$ cat config.mk
export PLATFORM = sky130hd
export DESIGN_NAME = reg_dump_reader
export DESIGN_NICKNAME = d
export VERILOG_FILES = /design/src/rtl/reg_dump_reader.sv
export SDC_FILE = /design/constraint.sdc
export NUM_CORES = 1
export LEC_CHECK = 0
export ABC_CLOCK_PERIOD_IN_PS = 2480
export BUFFER_PORTS_ARGS = -buffer_cell sky130_fd_sc_hd__clkbuf_2
export CAP_MARGIN = 5
export CORE_MARGIN = 3
export CORE_UTILIZATION = 42
export CTS_CLUSTER_SIZE = 28
export DETAILED_ROUTE_END_ITERATION = 12
export PLACE_DENSITY = 0.81
export SKIP_CTS_REPAIR_TIMING = 1
export SLEW_MARGIN = 0
export SYNTH_ARGS = -nofsm -noshare
export SYNTH_HDL_FRONTEND = slang
export SYNTH_SLANG_ARGS = --single-unit
export TNS_END_PERCENT = 20
$ cat constraint.sdc
create_clock -name clk_i -period 2.48 [get_ports clk_i]
set_input_delay 0.248 -clock clk_i [delete_from_list [all_inputs] [get_ports clk_i]]
set_output_delay 0.248 -clock clk_i [all_outputs]
set_load 0.01 [all_outputs]
$ cat src/rtl/reg_dump_reader.sv
// reg_dump_reader: walks register addresses FIRST_ADDR..LAST_ADDR through a dedicated
// read port and streams each (address, data) pair over a valid/ready handshake.
// Optional feature macro: REG_DUMP_BYPASS_EN (same-cycle write-through at capture).
module reg_dump_reader #(
    parameter int unsigned ADDR_W     = 5,
    parameter int unsigned DATA_W     = 32,
    parameter int unsigned FIRST_ADDR = 0,
    parameter int unsigned LAST_ADDR  = 31
) (
    input  logic              clk_i,
    input  logic              reset_i,
    input  logic              start_i,
    output logic              busy_o,
    output logic [ADDR_W-1:0] rd_addr_o,
    input  logic [DATA_W-1:0] rd_data_i,
    input  logic              wr_en_i,
    input  logic [ADDR_W-1:0] wr_addr_i,
    input  logic [DATA_W-1:0] wr_data_i,
    output logic              out_valid_o,
    input  logic              out_ready_i,
    output logic [ADDR_W-1:0] out_addr_o,
    output logic [DATA_W-1:0] out_data_o,
    output logic              done_o
);

    localparam logic [ADDR_W-1:0] FirstAddr = ADDR_W'(FIRST_ADDR);
    localparam logic [ADDR_W-1:0] LastAddr  = ADDR_W'(LAST_ADDR);

    typedef enum logic [1:0] {
        StIdle,
        StFetch,
        StHold,
        StDone
    } state_e;

    state_e state_q, state_d;

    logic [ADDR_W-1:0] rd_addr_q, rd_addr_d;
    logic [ADDR_W-1:0] out_addr_q, out_addr_d;
    logic [DATA_W-1:0] out_data_q, out_data_d;
    logic [DATA_W-1:0] capture_data;
    logic              handshake;

    assign handshake = (state_q == StHold) && out_ready_i;

`ifdef REG_DUMP_BYPASS_EN
    // A write landing on the address being captured wins over the stale read data
    assign capture_data = (wr_en_i && (wr_addr_i == rd_addr_q)) ? wr_data_i : rd_data_i;
`else
    assign capture_data = rd_data_i;

    // Write snoop port is only consumed by the bypass build
    logic unused_wr;
    assign unused_wr = ^{wr_en_i, wr_addr_i, wr_data_i};
`endif

    // State register
    always_ff @(posedge clk_i or posedge reset_i) begin
        if (reset_i) begin
            state_q <= StIdle;
        end else begin
            state_q <= state_d;
        end
    end

    // Next-state logic; start is only honoured in idle, so a busy-time start is dropped
    always_comb begin
        state_d = state_q;
        unique case (state_q)
            StIdle:  if (start_i) state_d = StFetch;
            StFetch: state_d = StHold;
            StHold: begin
                if (out_ready_i) begin
                    state_d = (rd_addr_q == LastAddr) ? StDone : StFetch;
                end
            end
            StDone:  state_d = StIdle;
            default: state_d = StIdle;
        endcase
    end

    // Outputs decoded from the current state
    always_comb begin
        busy_o      = (state_q != StIdle);
        out_valid_o = (state_q == StHold);
        done_o      = (state_q == StDone);
    end

    // Datapath next-state: address walk and word capture
    always_comb begin
        rd_addr_d  = rd_addr_q;
        out_addr_d = out_addr_q;
        out_data_d = out_data_q;
        if ((state_q == StIdle) && start_i) begin
            rd_addr_d = FirstAddr;
        end
        if (handshake && (rd_addr_q != LastAddr)) begin
            rd_addr_d = rd_addr_q + 1'b1;
        end
        if (state_q == StFetch) begin
            out_addr_d = rd_addr_q;
            out_data_d = capture_data;
        end
    end

    // Datapath registers
    always_ff @(posedge clk_i or posedge reset_i) begin
        if (reset_i) begin
            rd_addr_q  <= '0;
            out_addr_q <= '0;
            out_data_q <= '0;
        end else begin
            rd_addr_q  <= rd_addr_d;
            out_addr_q <= out_addr_d;
            out_data_q <= out_data_d;
        end
    end

    assign rd_addr_o  = rd_addr_q;
    assign out_addr_o = out_addr_q;
    assign out_data_o = out_data_q;

endmodule

==> impl_metrics.env, run 1 <==
export IMPL_status="complete, no violations"
export IMPL_setup_viol=0
export IMPL_grt_pass1_wl_um=5600
export IMPL_synth_mux_area_share_pct=28.2
export IMPL_reg2reg_setup_slack_ns=0.62
export IMPL_holdWs_ns=0.130
export IMPL_rows=23
export IMPL_max_slew_margin_pct=41.3
export IMPL_syn_cell_area_sq_mm=0.00184
export IMPL_antenna_left=0
export IMPL_num_vias=1202
export IMPL_clkSinkCount=44
export IMPL_synth_net_count=188
export IMPL_p_int_mw=1.95
export IMPL_cts_buffers=5
export IMPL_final_nets=271
export IMPL_worstMarginPinSlew_ns=0.879
export IMPL_grt_pass1_vias=1252
export IMPL_synthSimpleGateAreaFrac_pct=4.35
export IMPL_leakage_nw=1.29
export IMPL_grt_usage_pct=13.7
export IMPL_swShare_pct=32.3
export IMPL_htreeDepth=2
export IMPL_power_density_mw_per_mm2=1230
export IMPL_period_share_pct=75.0
export IMPL_synthAdderAreaFrac_pct=1.36
export IMPL_synth_compound_area_share_pct=2.79
export IMPL_busiest_layer="met2"
export IMPL_crit_required_ns=2.65
export IMPL_clock_root_buffer="clkbuf_8"
export IMPL_cp_startpoint="rd_addr_o[0]$_DFFE_PP0P_"
export IMPL_p_seq_share_pct=42.0
export IMPL_r2r_cells=6
export IMPL_avgSynthCellArea_sq_um=16.4
export IMPL_dp_cells=238
export IMPL_r2r_end="rd_addr_o[0]$_DFFE_PP0P_"
export IMPL_ys_seq_elements=44
export IMPL_slew_violations=0
export IMPL_synthCells=112
export IMPL_finalClockSkew_ns=0.00517
export IMPL_grt_use_met1_pct=16.5
export IMPL_grt_max_degree=45
export IMPL_switchingPower_mw=0.929
export IMPL_end_kind="flip-flop"
export IMPL_cp_max_fo=6
export IMPL_dr_pass1_iters=4
export IMPL_final_min_clock_period_ns=1.86
export IMPL_io_pins=119
export IMPL_tns_ns=0
export IMPL_die_h_um=72.2
export IMPL_place_congestion=0.778
export IMPL_ir_drop_uv=463
export IMPL_drc=0
export IMPL_cts_tree="done"
export IMPL_drive_above_1_share_pct=66.3
export IMPL_design_core_area_sq_mm=0.00412
export IMPL_startpoint_type="flip-flop"
export IMPL_path_clk_slew_ns=0.08
export IMPL_vias_per_cell=4.89
export IMPL_hold_violations=0
export IMPL_antenna_found_initial=0
export IMPL_ys_seq_area_share_pct=59.8
export IMPL_synth_top_family_by_area="multiplexers"
export IMPL_wl_per_cell_um=13.6
export IMPL_synth_xor_area_share_pct=0
export IMPL_hpwl_um=2440
export IMPL_worstSkewPairLatency_ns=0.28
export IMPL_met3_usage_pct=4.85
export IMPL_areaGrowthSynthToFinish_pct=27.6
export IMPL_overflow=0
export IMPL_synthDistinctLibCells=22
export IMPL_r2r_start="rd_addr_o[0]$_DFFE_PP0P_"
export IMPL_start_util_pct=44.7
export IMPL_max_freq_ghz=0.538
export IMPL_drt_initial_drc_count=56
export IMPL_instances_no_fill=246
export IMPL_arrival_ns=2.03
export IMPL_yosysWarnings=0
export IMPL_cts_path_max_buffers=2
export IMPL_cap_violations=0
export IMPL_port_buffer_count=80
export IMPL_crit_type="flip-flop to flip-flop"
export IMPL_hold_class="input port to asynchronous set/reset pin"
export IMPL_antenna_cells=0
export IMPL_die_x_um=72.2
export IMPL_dieArea_sq_mm=0.00521
export IMPL_comb_power_share_pct=42.4
export IMPL_p_clk_share_pct=15.5
export IMPL_finalPower_mw=2.88
export IMPL_rsz0062_at_grt="false"
export IMPL_met2_usage_pct=23.3
export IMPL_routed_wl_um=3350
how the worst max path moves through the flow:
stage	endpoint	slack, ns	cells past startpoint
finish	rd_addr_o[0]$_DFFE_PP0P_	0.62	6
global route	rd_addr_o[0]$_DFFE_PP0P_	0.55	6
CTS	rd_addr_o[0]$_DFFE_PP0P_	0.61	6
detailed placement	rd_addr_o[0]$_DFFE_PP0P_	0.62	6
global placement	rd_addr_o[0]$_DFFE_PP0P_	0.64	6
floorplan	rd_addr_o[0]$_DFFE_PP0P_	0.69	6
power groups by stage:
stage | clock network [mW] | registers, mW | logic (mW)
detailed placement | 0 | 1.23 | 1.24
finish | 0.447 | 1.21 | 1.22
global placement | 0 | 1.20 | 1.23
global route | 0.505 | 1.25 | 1.33
CTS | 0.472 | 1.21 | 1.25
floorplan | 0 | 1.35 | 0.716
kinds of logic after synthesis:
family,Yosys count
muxes,40
AOI/OAI and AO/OA,7
buffers and inverters,8
and+or+nand+nor,11
DFF,44
adders and majority gates,2
cell usage in the layout, fill, tap and decap left out:
cell / netlist / routed
nand4_1: 1 / 1
nand2_1: 1 / 1
nor2b_1: 2 / 2
a21bo_2: 1 / 1
clkbuf_2: 0 / 80
and2_1: 1 / 1
clkinvlp_4: 0 / 1
mux2i_1: 2 / 2
mux2_4: 19 / 19
nor2_1: 2 / 2
and3_1: 1 / 1
and2b_1: 1 / 1
mux2_2: 19 / 19
inv_1: 4 / 3
a22o_1: 2 / 2
a21oi_2: 1 / 1
o21ai_0: 3 / 3
clkbuf_8: 0 / 6
inv_2: 0 / 1
clkbuf_1: 0 / 1
and4bb_4: 1 / 1
nand2b_4: 1 / 1
dfrtp_1: 44 / 44
ha_1: 2 / 2
through the flow:
stage               util, %  setup slack (ns)  area (sq um)
floorplan                 -             0.690          1840
global placement       54.8             0.641          2250
detailed placement     54.8             0.624          2250
CTS                    57.1             0.610          2350
global route           57.1             0.547          2350
finish                 57.1             0.621          2350
final cells by class:
class / instances / area (sq um)
Timing Repair Buffer: 80 / 400
Clock inverter: 1 / 7.51
Multi-Input combinational cell: 60 / 676
Inverter: 4 / 15.0
Tap cell: 50 / 62.6
Fill cell: 339 / 1770
Sequential cell: 44 / 1100
Clock buffer: 7 / 86.3
per-layer routing:
metal	wire [um]	share of wire, %
met1	1490	45
met4	4	0.12
met3	261	7.8
met5	0	0
met2	1590	47
synth_stat cells:
cell type | n | area [sq um]
nor2_1 | 2 | 7.51
and2_1 | 1 | 6.26
nor2b_1 | 2 | 12.5
a21oi_2 | 1 | 8.76
mux2_2 | 19 | 214
ha_1 | 2 | 25.0
a22o_1 | 2 | 17.5
nand2_1 | 1 | 3.75
dfrtp_1 | 44 | 1100
mux2i_1 | 2 | 20.0
and2b_1 | 1 | 7.51
nand4_1 | 1 | 6.26
inv_1 | 4 | 15.0
o21ai_0 | 3 | 15.0
and3_1 | 1 | 6.26
and4bb_4 | 1 | 16.3
mux2_4 | 19 | 285
buf_4 | 1 | 7.51
buf_8 | 2 | 30.0
buf_6 | 1 | 11.3
nand2b_4 | 1 | 13.8
a21bo_2 | 1 | 10.0
critical path, stage by stage, from the launching register on:
cell and delay [ns]:
dfrtp_1 0.43, ha_1 0.24, and3_1 0.19, ha_1 0.18
and4bb_4 0.38, a21oi_2 0.06, mux2_2 0.27
sequential cells by signal, indices dropped and copies added, names as in the netlist:
signal	flops
out_addr_o	5
state_q	2
rd_addr_o	5
out_data_o	32
No activity file was read; power rests on OpenSTA's default activity.
==> run 2: changes to the inputs <==
--- a/config.mk
+++ b/config.mk
@@ -5,7 +5,7 @@
 export SDC_FILE = /design/constraint.sdc
 export NUM_CORES = 1
 export LEC_CHECK = 0
-export ABC_CLOCK_PERIOD_IN_PS = 2480
+export ABC_CLOCK_PERIOD_IN_PS = 1800
 export BUFFER_PORTS_ARGS = -buffer_cell sky130_fd_sc_hd__clkbuf_2
 export CAP_MARGIN = 5
 export CORE_MARGIN = 3
==> constraint.sdc (replaced) <==
create_clock -name clk_i -period 1.8 [get_ports clk_i]
set_input_delay 0.18 -clock clk_i [delete_from_list [all_inputs] [get_ports clk_i]]
set_output_delay 0.18 -clock clk_i [all_outputs]
set_load 0.01 [all_outputs]
==> run 2 against run 1 <==
Effect of this change:
- the flow now finishes with violations (hold timing)
- register-to-register slack worse by 0.55 ns
- core utilization is 3.0 points higher
- power grew 49%
- critical path depth is the same
- clock skew is essentially flat
- sequential cell count stayed put
- hold slack worse by 0.15 ns
- via count rose by 2.5%
- non-clock buffer count grew 10
- final cell count up 4.1%
- fmax is 7.7% higher
- critical endpoint unchanged
- largest cell class unchanged
==> impl_metrics.env, run 2 (synthesis gave the netlist of run 1 again) <==
export IMPL_dieArea_sq_mm=0.00521
export IMPL_hpwl_um=2770
export IMPL_p_int_mw=2.95
export IMPL_r2r_cells=6
export IMPL_antenna_found_initial=0
export IMPL_largest_reg_flops=32
export IMPL_r2r_end="rd_addr_o[0]$_DFFE_PP0P_"
export IMPL_r2r_start="rd_addr_o[0]$_DFFE_PP0P_"
export IMPL_dr_pass1_iters=4
export IMPL_path_clk_slew_ns=0.08
export IMPL_grt_pass1_wl_um=6020
export IMPL_areaGrowthSynthToFinish_pct=34.3
export IMPL_crit_family="simple AND/OR/NAND/NOR gates"
export IMPL_cts_tree="done"
export IMPL_clkSinkCount=44
export IMPL_setup_viol=0
export IMPL_num_vias=1232
export IMPL_overflow=0
export IMPL_crit_chain="ha_2 > and3_1 > ha_1 > and4bb_4 > a21oi_2 > mux2_2"
export IMPL_swShare_pct=31.0
export IMPL_antenna_left=0
export IMPL_final_cell_mix="clkbuf_2, dfrtp_1, mux2_4, mux2_2, buf_4"
export IMPL_comb_power_share_pct=42.5
export IMPL_wl_per_cell_um=14.3
export IMPL_max_slew_margin_pct=53.7
export IMPL_antenna_cells=0
export IMPL_pre_cts_ws_ns=0.0131
export IMPL_crit_required_ns=1.97
export IMPL_grt_max_degree=35
export IMPL_drive_above_1_share_pct=68.9
export IMPL_worst_path_largest_cell_delay_ns=0.39
export IMPL_leakage_nw=1.36
export IMPL_period_share_pct=95.9
export IMPL_routed_wl_um=3650
export IMPL_cap_violations=0
export IMPL_hold_class="input port to asynchronous set/reset pin"
export IMPL_hold_violations=32
export IMPL_cts_path_max_buffers=2
export IMPL_cp_slowest_cell="dfrtp_1"
export IMPL_multi_input_area_sq_um=678
export IMPL_violations="hold timing"
export IMPL_die_h_um=72.2
export IMPL_switchingPower_mw=1.32
export IMPL_worstMarginPinSlew_ns=0.694
export IMPL_design_core_area_sq_mm=0.00412
export IMPL_slew_violations=0
export IMPL_place_congestion=0.720
export IMPL_crit_type="flip-flop to flip-flop"
export IMPL_grt_usage_pct=14.8
export IMPL_max_freq_ghz=0.579
export IMPL_finalClockSkew_ns=0.00495
export IMPL_startpoint_type="flip-flop"
export IMPL_clock_root_buffer="clkbuf_8"
export IMPL_status="complete, but fails checks"
export IMPL_crit_buf_inv=0
export IMPL_fill_cells=328
export IMPL_die_x_um=72.2
export IMPL_layout_commonest_cell="clkbuf_2"
export IMPL_power_density_mw_per_mm2=1730
export IMPL_htreeDepth=2
export IMPL_regArea_sq_mm=0.00110
export IMPL_start_util_pct=44.7
export IMPL_rsz0062_at_grt="false"
export IMPL_cts_buffers=5
export IMPL_io_pins=119
export IMPL_post_route_worst_setup_slack_ns=0.0733
export IMPL_arrival_ns=1.90
export IMPL_reg2reg_setup_slack_ns=0.07
export IMPL_port_buffer_count=80
export IMPL_drc=0
export IMPL_vias_per_cell=4.81
export IMPL_worstSkewPairLatency_ns=0.28
export IMPL_end_kind="flip-flop"
export IMPL_cp_max_fo=4
export IMPL_drt_initial_drc_count=38
export IMPL_final_min_clock_period_ns=1.73
export IMPL_ir_drop_uv=682
export IMPL_holdWs_ns=-0.0181
export IMPL_rows=23
export IMPL_p_seq_share_pct=38.9
export IMPL_tns_ns=0
export IMPL_p_clk_share_pct=18.7
export IMPL_fin_util_pct=60.0
export IMPL_grt_pass1_vias=1245
export IMPL_final_nets=281
[run 2: cell types whose count changed in the layout (fill, tap and decap cells not counted), sizes merged]
cell      before  now
bufinv         0    1
buf            0   10
clkinvlp       1    0
[run 2: how the worst max path moves through the flow]
stage | start | to | slack, ns | cells past startpoint
after floorplan | rd_addr_o[0]$_DFFE_PP0P_ | rd_addr_o[0]$_DFFE_PP0P_ | 0.01 | 6
after global placement | rd_addr_o[0]$_DFFE_PP0P_ | rd_addr_o[0]$_DFFE_PP0P_ | 0.03 | 6
after detailed placement | rd_addr_o[0]$_DFFE_PP0P_ | rd_addr_o[0]$_DFFE_PP0P_ | 0.01 | 6
after CTS | rd_addr_o[0]$_DFFE_PP0P_ | rd_addr_o[0]$_DFFE_PP0P_ | -0.009 | 6
after global routing | rd_addr_o[1]$_DFFE_PP0P_ | rd_addr_o[0]$_DFFE_PP0P_ | 0.002 | 6
final | rd_addr_o[0]$_DFFE_PP0P_ | rd_addr_o[0]$_DFFE_PP0P_ | 0.07 | 6
[run 2: stage by stage]
step | total power [mW] | hold slack, ns | std cells | area (sq um)
3_3_place_gp | 3.44 | 0.310 | 246 | 2330
3_5_place_dp | 3.51 | 0.314 | 246 | 2330
5_1_grt | 4.56 | 0.0335 | 256 | 2470
4_1_cts | 4.34 | -0.00763 | 254 | 2450
2_1_floorplan | 2.85 | 0.329 | 112 | 1840
6_report | 4.28 | -0.0181 | 256 | 2470
[run 2: metal layers]
layer / global-route usage (%) / vias up / part of all wire, %
li1: - / 574 / -
met1: 19.4 / 606 / 42
met2: 24.0 / 50 / 50
met3: 4.99 / 2 / 7.7
met4: 3.13 / 0 / 0.36
met5: 0 / - / 0
[run 2: final cells by class]
| cell class | count | area share, % |
|---|---|---|
| Sequential cell | 44 | 44.6 |
| Inverter | 4 | 0.608 |
| Clock buffer | 7 | 3.90 |
| Timing Repair Buffer | 90 | 19.7 |
| Tap cell | 50 | 2.53 |
| Multi-Input combinational cell | 60 | 27.4 |
| Clock inverter | 1 | 1.22 |
[run 2: power by group through the flow]
stage	Combinational, mW	Clock, mW	Sequential [mW]
after floorplan	0.986	0	1.86
after global placement	1.80	0	1.64
after detailed placement	1.83	0	1.68
after CTS	1.84	0.837	1.67
after global routing	1.97	0.880	1.71
final	1.82	0.800	1.66
